`src/rtl/vga_timing_ctrl.sv`:
```
// vga_timing_ctrl
//   Generates VGA raster timing from the board clock. A clock divider produces a
//   one-cycle pixel_tick every CLK_DIV clocks; horizontal and vertical counters
//   step on that tick. Two phase FSMs (active / front porch / sync / back porch)
//   drive the sync outputs. Sync and video_on outputs are registered and are
//   decoded from next-state values, so they change on the same edge as the
//   coordinates.
//
// Ports
//   Clk          in   system clock, rising edge
//   reset        in   asynchronous, active-high reset
//   enable       in   1 = run, 0 = freeze counters/phases and blank video
//   pixel_tick   out  one-Clk pulse every CLK_DIV cycles while enabled
//   pixel_x      out  horizontal count, 0..H_TOTAL-1
//   pixel_y      out  vertical count, 0..V_TOTAL-1
//   hsync/vsync  out  sync pulses, level SYNC_POL while asserted
//   video_on     out  inside the visible window and enabled
//   line_end     out  tick cycle of the last pixel of a line
//   frame_start  out  tick cycle of pixel (0,0)
module vga_timing_ctrl #(
  parameter int CLK_DIV  = 2,
  parameter int H_ACTIVE = 640,
  parameter int H_FP     = 16,
  parameter int H_SYNC   = 96,
  parameter int H_BP     = 48,
  parameter int V_ACTIVE = 480,
  parameter int V_FP     = 10,
  parameter int V_SYNC   = 2,
  parameter int V_BP     = 33,
  parameter bit SYNC_POL = 1'b0
) (
  input  logic        Clk,
  input  logic        reset,
  input  logic        enable,
  output logic        pixel_tick,
  output logic [10:0] pixel_x,
  output logic [10:0] pixel_y,
  output logic        hsync,
  output logic        vsync,
  output logic        video_on,
  output logic        line_end,
  output logic        frame_start
);

  localparam int H_TOTAL = H_ACTIVE + H_FP + H_SYNC + H_BP;
  localparam int V_TOTAL = V_ACTIVE + V_FP + V_SYNC + V_BP;

  localparam logic [10:0] H_LAST      = 11'(H_TOTAL - 1);
  localparam logic [10:0] H_FP_START  = 11'(H_ACTIVE);
  localparam logic [10:0] H_SYN_START = 11'(H_ACTIVE + H_FP);
  localparam logic [10:0] H_BP_START  = 11'(H_ACTIVE + H_FP + H_SYNC);
  localparam logic [10:0] V_LAST      = 11'(V_TOTAL - 1);
  localparam logic [10:0] V_FP_START  = 11'(V_ACTIVE);
  localparam logic [10:0] V_SYN_START = 11'(V_ACTIVE + V_FP);
  localparam logic [10:0] V_BP_START  = 11'(V_ACTIVE + V_FP + V_SYNC);

  // A 1-bit divider is kept even for CLK_DIV=1; it then sits at 0 and the
  // tick is simply enable.
  localparam int              DIV_W    = (CLK_DIV > 1) ? $clog2(CLK_DIV) : 1;
  localparam logic [DIV_W-1:0] DIV_LAST = DIV_W'(CLK_DIV - 1);

  // Each phase boundary must be a distinct count for the FSMs to see it.
  if (H_TOTAL > 2048 || V_TOTAL > 2048) begin : g_total_check
    $error("vga_timing_ctrl: H_TOTAL and V_TOTAL must be <= 2048");
  end
  if (CLK_DIV < 1 || H_ACTIVE < 1 || H_FP < 1 || H_SYNC < 1 || H_BP < 1 ||
      V_ACTIVE < 1 || V_FP < 1 || V_SYNC < 1 || V_BP < 1) begin : g_param_check
    $error("vga_timing_ctrl: CLK_DIV and all timing segments must be >= 1");
  end

  typedef enum logic [1:0] {HP_ACT, HP_FP, HP_SYN, HP_BKP} h_phase_t;
  typedef enum logic [1:0] {VP_ACT, VP_FP, VP_SYN, VP_BKP} v_phase_t;

  logic [DIV_W-1:0] divider;
  h_phase_t         h_phase, h_next;
  v_phase_t         v_phase, v_next;
  logic [10:0]      x_next, y_next;
  logic             tick;

  assign tick        = enable && (divider == DIV_LAST);
  assign pixel_tick  = tick;
  assign line_end    = tick && (pixel_x == H_LAST);
  assign frame_start = tick && (pixel_x == 11'd0) && (pixel_y == 11'd0);

  // Next-state counters and phases. Registered outputs decode from these so
  // they line up with the coordinates they describe.
  always_comb begin
    x_next = pixel_x;
    y_next = pixel_y;
    h_next = h_phase;
    v_next = v_phase;
    if (tick) begin
      if (pixel_x == H_LAST) begin
        x_next = 11'd0;
        y_next = (pixel_y == V_LAST) ? 11'd0 : pixel_y + 11'd1;
      end else begin
        x_next = pixel_x + 11'd1;
      end

      case (h_phase)
        HP_ACT: if (x_next == H_FP_START)  h_next = HP_FP;
        HP_FP:  if (x_next == H_SYN_START) h_next = HP_SYN;
        HP_SYN: if (x_next == H_BP_START)  h_next = HP_BKP;
        HP_BKP: if (x_next == 11'd0)       h_next = HP_ACT;
        default: h_next = HP_ACT;
      endcase

      // The vertical phase only moves when the line wraps.
      if (pixel_x == H_LAST) begin
        case (v_phase)
          VP_ACT: if (y_next == V_FP_START)  v_next = VP_FP;
          VP_FP:  if (y_next == V_SYN_START) v_next = VP_SYN;
          VP_SYN: if (y_next == V_BP_START)  v_next = VP_BKP;
          VP_BKP: if (y_next == 11'd0)       v_next = VP_ACT;
          default: v_next = VP_ACT;
        endcase
      end
    end
  end

  // State and registered outputs. With enable low the next-state values equal
  // the current ones, so everything holds except video_on, which blanks.
  always_ff @(posedge Clk or posedge reset) begin
    if (reset) begin
      divider  <= '0;
      pixel_x  <= 11'd0;
      pixel_y  <= 11'd0;
      h_phase  <= HP_ACT;
      v_phase  <= VP_ACT;
      hsync    <= ~SYNC_POL;
      vsync    <= ~SYNC_POL;
      video_on <= 1'b0;
    end else begin
      if (enable) begin
        divider <= (divider == DIV_LAST) ? '0 : divider + 1'b1;
      end
      pixel_x  <= x_next;
      pixel_y  <= y_next;
      h_phase  <= h_next;
      v_phase  <= v_next;
      hsync    <= (h_next == HP_SYN) ? SYNC_POL : ~SYNC_POL;
      vsync    <= (v_next == VP_SYN) ? SYNC_POL : ~SYNC_POL;
      video_on <= enable && (h_next == HP_ACT) && (v_next == VP_ACT);
    end
  end

endmodule
```
`config.mk`:
```
export PLATFORM = sky130hd
export DESIGN_NAME = vga_timing_ctrl
export DESIGN_NICKNAME = d
export VERILOG_FILES = /design/src/rtl/vga_timing_ctrl.sv
export SDC_FILE = /design/constraint.sdc
export NUM_CORES = 1
export LEC_CHECK = 0
export ABC_AREA = 1
export CORE_ASPECT_RATIO = 0.6
export CORE_MARGIN = 2
export CORE_UTILIZATION = 25
export CTS_BUF_LIST = sky130_fd_sc_hd__clkbuf_4
export CTS_CLUSTER_SIZE = 20
export DETAILED_ROUTE_END_ITERATION = 7
export PLACE_DENSITY = 0.48
export SLEW_MARGIN = 0
export SYNTH_ARGS = -nofsm -noshare
export SYNTH_HDL_FRONTEND = slang
export SYNTH_SLANG_ARGS = --single-unit
```
`constraint.sdc`:
```
create_clock -name Clk -period 2.5 [get_ports Clk]
set_clock_uncertainty 0.05 [all_clocks]
set_input_delay 0.25 -clock Clk [delete_from_list [all_inputs] [get_ports Clk]]
set_output_delay 0.25 -clock Clk [all_outputs]
set_load 0.005 [all_outputs]
```
After elaboration in Yosys (flattened, before gate mapping)
Cells that the tools add are included.
- flip-flop bits (word level): 30
- add/subtract/negate cells: 3
- equal/unequal tests: 16
- mux-type cells: 21
- reduce and logical (&&, ||, !) cells: 14
- operators by type and width (operator ; count):
    equality test 11 x 10 -> 1 bit, second input constant ; 5
    2-to-1 mux 11 bit ; 5
    logical NOT 11 bit ; 4
    equality test 11 x 9 -> 1 bit, second input constant ; 3
    adder 11 x 1 -> 11 bit, second input constant ; 2
    2-to-1 mux 2 bit ; 11
    case mux 2 bit (4 select lines) ; 2
    equality test 2 bit, second input constant ; 6
    logical NOT 2 bit ; 4
    logical AND 1 bit ; 6
    equality test 2 x 1 -> 1 bit, second input constant ; 2
    2-to-1 mux 1 bit ; 3
    adder 1 bit, second input constant ; 1

Logic depth before layout (Yosys ltp)
- depth after elaboration: 11
- gate-level depth with buffers: 17
- mapped depth without buffers: 17

Worst setup path after synthesis
No wires, ideal clock.
- kind: register -> register
- from: register pixel_x[0]
- to: register video_on
- library setup time: 116 ps
- arrival time: 1828 ps
- data required time: 2334 ps
- path slack: 507 ps
- cell stages (with the launch flop): 17
- buffers on the path: 0
- cells stage by stage: dfrtp_1 -> ha_1 -> nand2_4 -> nor2_8 -> nand2_4 -> nor2_4 -> nand3_2 -> nand2_1 -> nand2_1 -> nor2_1 -> inv_1 -> nor2_1 -> nand2_1 -> nand4_1 -> nand2_2 -> nand2_2 -> nor2_2
- longest elaborated chain between the ends: 10
- elaborated cells on any way between the ends: 31
- ends and longest elaborated chain (what ; line ; text):
    start, declared ; 36 ; output logic [10:0] pixel_x,
    start signal, assigned ; 137 ; pixel_x <= x_next;
    adder 11 x 1 -> 11 bit / equality test 11 x 10 -> 1 bit (equally long branches) ; 97, 93, 109 ;
    2-to-1 mux 11 bit ; 93 ; if (pixel_x == H_LAST) begin
    2-to-1 mux 11 bit ; 92 ; if (tick) begin
    equality test 11 x 10 -> 1 bit (tied with other cells) ; 103 ; HP_SYN: if (x_next == H_BP_START) h_next = HP_BKP;
    2-to-1 mux 2 bit (tied with other cells) ; 103 ;
    case mux 2 bit (4 select lines) (on tied branches) ; 100, 110 ;
    2-to-1 mux 2 bit (on tied branches) ; 92, 109 ;
    logical NOT 2 bit / 2-to-1 mux 2 bit (equally long branches) ; 143, 92 ;
    logical AND 1 bit / logical NOT 2 bit (equally long branches) ; 143 ; video_on <= enable && (h_next == HP_ACT) && (v_next == VP_ACT);
    logical AND 1 bit * ; 143 ;
    end signal, assigned ; 143 ;
    end, declared ; 40 ; output logic video_on,
Every way passes the cells marked *; elsewhere a longest branch is shown, timed or not. The select of a mux whose other input is x is not followed.
A chain may end at the register's enable or synchronous reset.

Worst setup path after layout
- from: register pixel_x[0]
- to: output port line_end
- longest elaborated chain between the ends: 2
- ends and longest elaborated chain (what ; line ; text):
    equality test 11 x 10 -> 1 bit ; 82 ; assign line_end = tick && (pixel_x == H_LAST);
    logical AND 1 bit ; 82 ;
    end, declared ; 41 ; output logic line_end,
No other way between the ends.

==> results_dict.tcl <==
set metrics [dict create \
    worst_skew_pair.late_latency_ns 0.35 \
    setup_tns_ns 0 \
    num_rows 27 \
    antenna_cells_inserted 0 \
    cell_internal_pwr_mw 1.09 \
    setup.worst_path.class "reg -> out" \
    worst_slew_margin_rel_pct 72.1 \
    groute.usage.overall_pct 15.0 \
    yosys_register_bits 30 \
    gp_congestion 0.855 \
    seq_power_share_pct 37.6 \
    detailed_place.area_um2 2930 \
    drive_above_1_share_pct 16.4 \
    worst_margin_slew_ns 0.419 \
    timing.critical_path.fanout_max 10 \
    cts_hold_buffers 0 \
    fillCellCount 1033 \
    postRouteAntennaNets 0 \
    timing.critical_path.slowest_cell_delay_ns 0.52 \
    ratio_of_final_minimum_period_to_clock_period_pct 94.5 \
    tritoncts "yes" \
    period_needed_ns 2.36 \
    worst_setup_sp_type "register" \
    sw_frac_of_total_pct 39.4 \
    achievable-frequency_ghz 0.423 \
    timing.hold.worst.class "in -> async" \
    path_buf_inv 1 \
    power.net_switching_mw 0.709 \
    floorplan.die_area_um2 10300 \
    grt_antenna_before_repair 0 \
    finalHoldViolations 0 \
    clkSlewWorstSetupHoldPaths_ns 0.11 \
    cts-root-to-sink-buffers 2 \
    outcome "complete, no violations" \
    syn_area_per_cell_um2 6.35 \
    htreeDepth 2 \
    area_growth_pct 30.2 \
    cp_data_required_time_ns 2.20 \
    total_via_count_after_detailed_routing 2443 \
    place.port_buffers 30 \
    final.hold.worst_slack_ns 0.219 \
    drtIter0Drc 196 \
    clock_tree.root_cell "sky130_fd_sc_hd__clkbuf_4" \
    post_synth_instance_area_um2 2360 \
    drcViolationCount 0 \
    tritoncts_num_sinks 30 \
    dp.final_hpwl_mm 5.51 \
    initial_utilization_pct 25.7 \
    height_of_the_die_um 79.3 \
    vdd_ir_drop_max_mv 0.287 \
    detail_route.vias_per_cell 4.39 \
    syn-instance-count 372 \
    seq_area_frac_synth_pct 31.9 \
    synth.lib_cells_used.distinct 29 \
    critical_path.cell_chain "ha_2 -> nand2_4 -> nor2_8 -> nand3_4 -> nor2_2 -> clkdlybuf4s50_1" \
    fin_area_um2 3070 \
    number_of_global_route_vias_before_repair 2226 \
    slew_viol_final 0 \
    boundaryPins 31 \
    detail_route.wirelength_mm 7.26 \
    reg2reg_slack_ns 0.19 \
    critPathArrivalTime_ns 2.06 \
    first_pass_grt_wire_length_mm 11.8 \
    logic_pwr_share_pct 39.6 \
    fp.dieW_um 129 \
    globalRoute.totalOverflow 0 \
    pwr_density_cell_nw_per_um2 585 \
    worst_path_dominant_cell_family "simple AND/OR/NAND/NOR gates" \
    setup_violations 0 \
    syn-num-nets 379 \
    numCtsBuffers 5 \
    share_clk_of_total_power_pct 22.7 \
    critical-path-slowest-cell "sky130_fd_sc_hd__clkdlybuf4s50_1" \
    grt_setup_unrepaired "false" \
    yosysWarnings 0 \
    drt-pass1-iter-count 4 \
    area_of_the_placeable_core_um2 9190 \
    max_cap_violations 0 \
    critical_path.endpoint_type "output pin" \
    num-nets-final 433 \
    p_leak_nw 1.46 \
    pin_count_of_the_biggest_net_entering_global_routing 32 \
    routed_wire_length_per_instance_um 13.0 \
]
path summary, 6_finish.rpt:
| kind | from | endpoint | cells past startpoint |
|---|---|---|---|
| min in group Clk | divider | divider | 2 |
| worst max register to register | pixel_x[0] | video_on | 16 |
| worst min-delay path | reset | h_phase[0] | 3 |
| worst max-delay path | pixel_x[0] | line_end | 6 |
| max in group asynchronous | reset | pixel_x[5] | 3 |
| worst min register to register | divider | divider | 2 |
power by group through the flow:
stage                     Clock, mW  Combinational, mW  Sequential, mW
after floorplan                   0              0.382           0.684
after global placement            0              0.691           0.686
after detailed placement          0              0.695           0.686
after CTS                     0.422              0.704           0.678
after global routing          0.446              0.802           0.693
final                         0.409              0.713           0.677
metrics by stage:
stage               power [mW]  setup WS, ns  instances  utilization, %
finish                    1.80         0.136        557            33.4
detailed placement        1.38         0.123        544            31.8
global placement          1.38         0.105        544            31.8
floorplan                 1.07         0.507        372               -
global route              1.94       0.00114        557            33.4
CTS                       1.80        0.0100        552            32.8
per-layer routing:
metal / GRT usage [%] / wire (µm) / part of all wire, % / vias up
li1: - / - / - / 1286
met1: 24.4 / 4210 / 58 / 1110
met2: 19.2 / 2620 / 36 / 42
met3: 4.04 / 394 / 5.4 / 5
met4: 2.69 / 41 / 0.56 / 0
met5: 0 / 0 / 0 / -
cell usage after synthesis:
library cell / count / area (µm²)
sky130_fd_sc_hd__clkbuf_1: 4 / 15.0
sky130_fd_sc_hd__buf_6: 1 / 11.3
sky130_fd_sc_hd__nor3_1: 4 / 20.0
sky130_fd_sc_hd__xnor2_1: 1 / 8.76
sky130_fd_sc_hd__nor2_2: 6 / 37.5
sky130_fd_sc_hd__inv_1: 56 / 210
sky130_fd_sc_hd__ha_1: 4 / 50.1
sky130_fd_sc_hd__nand3_1: 39 / 195
sky130_fd_sc_hd__a21oi_1: 2 / 10.0
sky130_fd_sc_hd__nor2_1: 36 / 135
sky130_fd_sc_hd__dfrtp_1: 28 / 701
sky130_fd_sc_hd__dfstp_2: 2 / 52.6
sky130_fd_sc_hd__clkinv_1: 1 / 3.75
sky130_fd_sc_hd__xor2_1: 1 / 8.76
sky130_fd_sc_hd__nor4_1: 1 / 6.26
sky130_fd_sc_hd__nand3_2: 4 / 40.0
sky130_fd_sc_hd__or2_1: 1 / 6.26
sky130_fd_sc_hd__o22ai_1: 3 / 18.8
sky130_fd_sc_hd__nand2_1: 124 / 465
sky130_fd_sc_hd__o21ai_2: 3 / 26.3
sky130_fd_sc_hd__nor2_4: 3 / 33.8
sky130_fd_sc_hd__o21bai_1: 1 / 7.51
sky130_fd_sc_hd__nor2_8: 1 / 20.0
sky130_fd_sc_hd__nand3_4: 1 / 17.5
sky130_fd_sc_hd__o21ai_0: 23 / 115
sky130_fd_sc_hd__nand2_4: 2 / 22.5
sky130_fd_sc_hd__nand2_2: 6 / 37.5
sky130_fd_sc_hd__inv_2: 1 / 3.75
sky130_fd_sc_hd__nand4_1: 13 / 81.3
logic make-up (layout without fill, tap and decap cells):
kind of cell	Yosys count	count (layout)	share of synthesized area [%]
compound gates	32	32	7.53
fa+ha+maj	4	4	2.12
simple gates	241	241	47.4
xor+xnor	2	2	0.742
flops	30	30	31.9
buf+inv	63	118	10.3
cell usage in the layout (no fill, tap or decap), types with 2 or more instances in the layout:
cell type	n
sky130_fd_sc_hd__dfrtp_1	26
sky130_fd_sc_hd__nor2_2	9
sky130_fd_sc_hd__dfstp_2	2
sky130_fd_sc_hd__buf_4	22
sky130_fd_sc_hd__ha_2	2
sky130_fd_sc_hd__clkbuf_4	5
sky130_fd_sc_hd__nand4_1	13
sky130_fd_sc_hd__dfrtp_2	2
sky130_fd_sc_hd__ha_1	2
sky130_fd_sc_hd__nand3_1	38
sky130_fd_sc_hd__o21ai_0	23
sky130_fd_sc_hd__nand2_4	2
sky130_fd_sc_hd__nor2_4	4
sky130_fd_sc_hd__nor3_1	4
sky130_fd_sc_hd__nand2_1	124
sky130_fd_sc_hd__clkdlybuf4s50_1	29
sky130_fd_sc_hd__a21oi_1	2
sky130_fd_sc_hd__inv_2	2
sky130_fd_sc_hd__clkinv_2	2
sky130_fd_sc_hd__o21ai_2	3
sky130_fd_sc_hd__nand3_2	5
sky130_fd_sc_hd__inv_1	55
sky130_fd_sc_hd__nor2_1	32
sky130_fd_sc_hd__nand2_2	6
sky130_fd_sc_hd__o22ai_1	3
worst min-delay path, cell delays in order:
cell                              delay (ns)
sky130_fd_sc_hd__clkdlybuf4s50_1        0.39
sky130_fd_sc_hd__inv_1                  0.05
sky130_fd_sc_hd__buf_4                  0.37
sequential cells by signal (all words and copies together) (netlist names):
| signal | flops |
|---|---|
| pixel_x | 11 |
| pixel_y | 11 |
| h_phase | 2 |
| v_phase | 2 |
| divider | 1 |
| hsync | 1 |
| video_on | 1 |
| vsync | 1 |
what timing repair did:
action,4_1_cts,5_1_grt
pin swaps,2,1
buffers inserted,0,5
endpoints found under the setup margin,2,4
gates resized for setup,4,9
layout make-up:
class | instances | area (µm²) | share of cell area (%)
clock buffer | 5 | 37.5 | 1.22
tap | 130 | 163 | 5.29
inverter | 58 | 218 | 7.08
timing repair buffer | 52 | 464 | 15.1
clock inverter | 3 | 40.0 | 1.30
sequential | 30 | 756 | 24.6
multi-input combinational | 279 | 1400 | 45.4
(Power assumes the default switching activity.)
